===== config.mk =====
export PLATFORM = sky130hd
export DESIGN_NAME = board_scan_reader
export DESIGN_NICKNAME = d
export VERILOG_FILES = /design/src/rtl/board_scan_reader.sv
export SDC_FILE = /design/constraint.sdc
export NUM_CORES = 1
export LEC_CHECK = 0
export ABC_AREA = 1
export BUFFER_PORTS_ARGS = -buffer_cell sky130_fd_sc_hd__buf_2
export CORE_MARGIN = 3
export CORE_UTILIZATION = 50
export DETAILED_ROUTE_END_ITERATION = 12
export PLACE_DENSITY = 0.83
export SLEW_MARGIN = 20
export SYNTH_ARGS = -nofsm -noshare
export SYNTH_HDL_FRONTEND = slang
export SYNTH_SLANG_ARGS = --single-unit

===== constraint.sdc =====
create_clock -name clka -period 2.8 [get_ports clka]
set_input_delay 0.42 -clock clka [delete_from_list [all_inputs] [get_ports clka]]
set_output_delay 0.42 -clock clka [all_outputs]
set_load 0.02 [all_outputs]

===== src/rtl/board_scan_reader.sv =====
// Walks every board cell through the datapath read port and streams one byte per cell; optional SCAN_MISMATCH_EN counts filled cells that disagree with the solution.
// Latency: start -> ridx=0 next cycle, first out_valid three cycles after start, minimum three cycles per cell.
// Backpressure: out_valid/out_data/out_last held stable while out_ready is low; each stalled cycle adds one cycle.
module board_scan_reader #(
  parameter int NUM_CELLS = 16
) (
  input  logic        clka,
  input  logic        restart_n,
  input  logic        start,
  output logic [3:0]  ridx,
  input  logic [2:0]  rdata_user,
  input  logic [2:0]  rdata_real,
  input  logic [15:0] fill_flag,
  output logic        out_valid,
  input  logic        out_ready,
  output logic [7:0]  out_data,
  output logic        out_last,
  output logic        busy,
  output logic        done,
  output logic [4:0]  mismatch_cnt
);

  typedef enum logic [2:0] {IDLE, ADDR, CAPT, SEND, DONE} state_t;

  localparam logic [3:0] LAST_IDX = 4'(NUM_CELLS - 1);

  state_t     state;
  logic [3:0] idx;

  // ridx is loaded on entry to ADDR so the datapath sees the new index for a full cycle before CAPT.
  always_ff @(posedge clka or negedge restart_n) begin
    if (!restart_n) begin
      state     <= IDLE;
      idx       <= '0;
      ridx      <= '0;
      out_valid <= 1'b0;
      out_data  <= '0;
      out_last  <= 1'b0;
      busy      <= 1'b0;
      done      <= 1'b0;
    end else begin
      done <= 1'b0;
      case (state)
        IDLE: begin
          if (start) begin
            idx   <= '0;
            ridx  <= '0;
            busy  <= 1'b1;
            state <= ADDR;
          end
        end
        ADDR: state <= CAPT;
        CAPT: begin
          out_data  <= {idx, fill_flag[idx], rdata_user};
          out_valid <= 1'b1;
          out_last  <= (idx == LAST_IDX);
          state     <= SEND;
        end
        SEND: begin
          if (out_ready) begin
            out_valid <= 1'b0;
            if (out_last) begin
              done  <= 1'b1;
              state <= DONE;
            end else begin
              idx   <= idx + 4'd1;
              ridx  <= idx + 4'd1;
              state <= ADDR;
            end
          end
        end
        DONE: begin
          busy  <= 1'b0;
          state <= IDLE;
        end
        default: state <= IDLE;
      endcase
    end
  end

`ifdef SCAN_MISMATCH_EN
  // At most NUM_CELLS increments per pass, so five bits never overflow.
  always_ff @(posedge clka or negedge restart_n) begin
    if (!restart_n)
      mismatch_cnt <= '0;
    else if (state == IDLE && start)
      mismatch_cnt <= '0;
    else if (state == CAPT && fill_flag[idx] && (rdata_user != rdata_real))
      mismatch_cnt <= mismatch_cnt + 5'd1;
  end
`else
  logic unused_real;
  assign unused_real  = ^rdata_real;
  assign mismatch_cnt = '0;
`endif

endmodule


# Word-level counts from Yosys, hierarchy flattened
# Cells that the tools add are included.
[word_totals]
ff_bits = 19
in_bits = 26
output_inout_bits = 21
[classes]
magnitude_cmp = 1
n_reduce_logical = 8
n_eq_ne = 8
add_sub_neg = 1
n_mux = 17
[op_table]
columns = ["op", "count"]
rows = [
  ["2-to-1 mux 4 bit", 3],
  ["case mux 3 bit (4 select lines)", 1],
  ["2-to-1 mux 3 bit", 3],
  ["case mux 4 bit (2 select lines)", 1],
  ["== test 3 x 2 -> 1 bit (second input constant)", 2],
  ["2-to-1 mux 1 bit", 6],
  ["inequality test 2 bit (second input constant)", 3],
  ["AND reduction 2 bit", 3],
  ["nonzero test 2 bit", 3],
  ["< comparator 4 x 5 -> 1 bit (second input constant)", 1],
  ["adder 4 x 1 -> 4 bit (second input constant)", 1],
  ["binary-select mux 1 bit (select 4 bit)", 1],
  ["== test 4 bit (second input constant)", 1],
  ["case mux 1 bit (2 select lines)", 2],
  ["AND reduction 4 bit", 1],
  ["== test 3 x 1 -> 1 bit (second input constant)", 1],
  ["== test 3 bit (second input constant)", 1],
  ["zero test 3 bit", 1],
]

# Logic depth before layout (Yosys ltp)
[depth]
word_depth = 4
mapped_depth = 11
ltp_nobuf = 9

# Worst setup path after synthesis
# Ideal clock, no wire load.
[synth_timing]
kind = "reg-to-reg"
start = "reg idx[0]"
end = "reg idx[3]"
arrival_ps = 1196
path_stages_with_launch = 9
path_buffers = 2
path_slack_ps = 1484
synth_period_minus_slack_ps = 1316
cell_sequence = "dfrtp_1 buf_6 inv_2 buf_6 nor2_1 xor2_1 inv_1 nand3_1 nand2_1"
[synth_between]
elab_chain_cells = 4
[synth_rtl]
columns = ["item", "line", "source"]
rows = [
  ["start, declared", "28", "logic [3:0] idx;"],
  ["start signal, assigned", "66", "idx <= idx + 4'd1;"],
  ["adder 4 x 1 -> 4 bit", "66", ""],
  ["2-to-1 mux 4 bit", "62", "if (out_last) begin"],
  ["2-to-1 mux 4 bit", "60", "if (out_ready) begin"],
  ["case mux 4 bit (2 select lines)", "43", "case (state)"],
]
# Every way passes these cells. The select of a mux whose other input is x is not followed.
# A chain may end at the register's enable or synchronous reset.

==> reports/results.txt <==
status: completed
GRT overflow: 0
drt via density: 4.96
Bufs and invs on worst path: 1
Skew-Pair Late Insertion Delay: 300 ps
Final ANT Viol Nets: 0
final wirelength: 2290 um
Final Core Density: 0.642
Area growth syn-to-layout: 17.7%
distinct cell type count after synthesis: 21
I/O pins: 47
worst clock skew: 3.45 ps
hold buffer count at cts: 0
Clk pwr share: 0.120
# clock sinks: 19
setup bufs post-CTS: 0
# rows: 16
hold_ws: 35.8 ps
critical path depth: 1
Overall Power: 1.16 mW
Synth warnings: 0
DR vias: 1026
crit path DAT: 1100 ps
minimum clock period: 1520 ps
peak supply drop: 0.550 mV
worst r2r dst: idx[3]
EDFF count, synth: 0
RSZ-0062 raised after global routing: no
clk slew on worst S/H paths: 110 ps
setup slack, reg-to-reg: 1440 ps
worst-path cell chain: buf_2
Inserted Diodes: 0
Max clock buf depth: 2
WS Path Type: register to output pin
drt initial violations: 25
largest net degree at the start of global routing: 20
Switch Pwr: 559 uW
most frequent cell after synthesis: nand2_1
setup_tns: 0 ps
ratio of cells with drive above 1 in the final layout: 0.328
Worst Path Max Fanout: 12
Flop pwr share: 0.368
Power Dens Cells: 894 nW/um^2
Net Sw Frac: 0.481
worst reg2reg startpoint: idx[0]
PostCTS Resize Cnt: 0
Initial Utilization: 0.546
CP peak stage delay: 570 ps
GRT Util Overall: 0.170
Synth top area share: 0.431
R2R depth: 6
chip width: 53.0 um
buffers added on ports: 38
max-slew violations: 0
top cell family by delay on the critical path: flip-flops
H-tree depth: 1
Area contributors post-synth: dfrtp_1 43%, nand2_1 19%, nand3_1 5.0%
CTS tree: built
register area: 475 um^2
slowest CP cell: dfrtp_1
Synth Instances: 142
Async SR Flop Fraction: 1.00
Top FF cell, synth: dfrtp_1
Placer Congestion: 0.769
CTS buffer count: 3
first-pass GRT wire length: 3590 um
leakage power: 0.762 nW
number of global-route vias before repair: 862
Fillers: 183
P_int: 603 uW
# DRC: 0
endpoint class of the critical path: output pin
endpoints failing hold: 0
achievable frequency: 0.658 GHz
antenna violations before repair: 0
1st-pass router iterations: 4
Nets: 208
commonest cells in the netlist: 55 x nand2_1, 19 x dfrtp_1, 11 x inv_1, 11 x nand3_1, 7 x o21ai_0
final worst path period share: 0.543
core area: 2020 um^2
Req. time, crit path: 2380 ps
Die Y: 53.0 um
min-delay worst type: input pin to asynchronous set/reset pin
post-synthesis sequential element count: 19
Final setup viols: 0
multi-input logic area: 515 um^2
startpoint class of the critical path: register
Netlist Area Pre-Place: 1100 um^2
cell taking the most area after synthesis: dfrtp_1
clock root buffer master: clkbuf_4
half-perimeter wire length after placement: 1770 um
post-synthesis sequential area ratio: 0.431
max capacitance violation total: 0
syn avg cell area: 7.77 um^2
drt wl/cell: 11.1 um
Comb pwr share: 0.512
die area: 2810 um^2
[worst max path at each step]
stage	from	endpoint	slack [ps]
after floorplan	idx[0]	idx[3]	1480
after global routing	idx[0]	ridx[0]	1210
after detailed placement	idx[0]	idx[3]	1470
final	idx[0]	ridx[0]	1280
after CTS	idx[0]	ridx[0]	1280
after global placement	idx[0]	idx[3]	1510
[metal layers]
| layer | track usage | vias up | part of all wire |
|---|---|---|---|
| li1 | - | 509 | - |
| met1 | 0.218 | 477 | 0.44 |
| met2 | 0.289 | 37 | 0.48 |
| met3 | 0.0366 | 3 | 0.065 |
| met4 | 0.0383 | 0 | 0.0092 |
| met5 | 0 | - | 0 |
[flip-flops by register name (all words and copies together), names as in the netlist]
name,count
busy,1
done,1
idx,4
out_data,8
out_last,1
out_valid,1
state,3
[per-stage QoR]
stage	worst slack (ps)	instances	instance area, um^2
after CTS	1280	207	1300
after global placement	1510	203	1270
after floorplan	1480	146	1120
after detailed placement	1470	203	1270
final	1280	207	1300
after global routing	1210	207	1300
[cell type report]
cell class / count / area share
Clock buffer: 3 / 0.0173
Clock inverter: 1 / 0.00385
Inverter: 15 / 0.0434
Multi-Input combinational cell: 104 / 0.397
Sequential cell: 19 / 0.366
Tap cell: 27 / 0.0260
Timing Repair Buffer: 38 / 0.146
[cells in the final DEF (no fill, tap or decap)]
| master | n |
|---|---|
| a22oi_1 | 1 |
| inv_2 | 4 |
| buf_2 | 38 |
| o22ai_1 | 1 |
| nand2_1 | 55 |
| dfrtp_1 | 19 |
| o21ai_4 | 1 |
| nor2_1 | 6 |
| o21ai_0 | 7 |
| xor2_1 | 2 |
| inv_1 | 11 |
| o21ai_2 | 3 |
| nand2_2 | 3 |
| ha_1 | 1 |
| a31oi_1 | 2 |
| nor2_2 | 1 |
| nor2_4 | 3 |
| nand3_1 | 11 |
| nand3_2 | 2 |
| clkinv_2 | 1 |
| conb_1 | 5 |
| clkbuf_4 | 3 |
[power by group through the flow]
| stage | clock network [mW] | registers, mW | logic (mW) |
|---|---|---|---|
| 2_1_floorplan | 0 | 0.498 | 0.408 |
| 3_3_place_gp | 0 | 0.428 | 0.575 |
| 3_5_place_dp | 0 | 0.432 | 0.591 |
| 4_1_cts | 0.141 | 0.427 | 0.596 |
| 5_1_grt | 0.160 | 0.438 | 0.659 |
| 6_report | 0.139 | 0.427 | 0.595 |
[kinds of logic (layout without fill, tap and decap cells)]
logic type | after synthesis | after routing | synth area share
AOI/OAI and AO/OA | 15 | 15 | 0.0941
and+or+nand+nor | 81 | 81 | 0.329
other | 1 | 5 | 0.00340
adders and majority gates | 1 | 1 | 0.0113
buffers and inverters | 23 | 57 | 0.116
DFF | 19 | 19 | 0.431
xor gates and xnor gates | 2 | 2 | 0.0159
(Power assumes the default switching activity.)
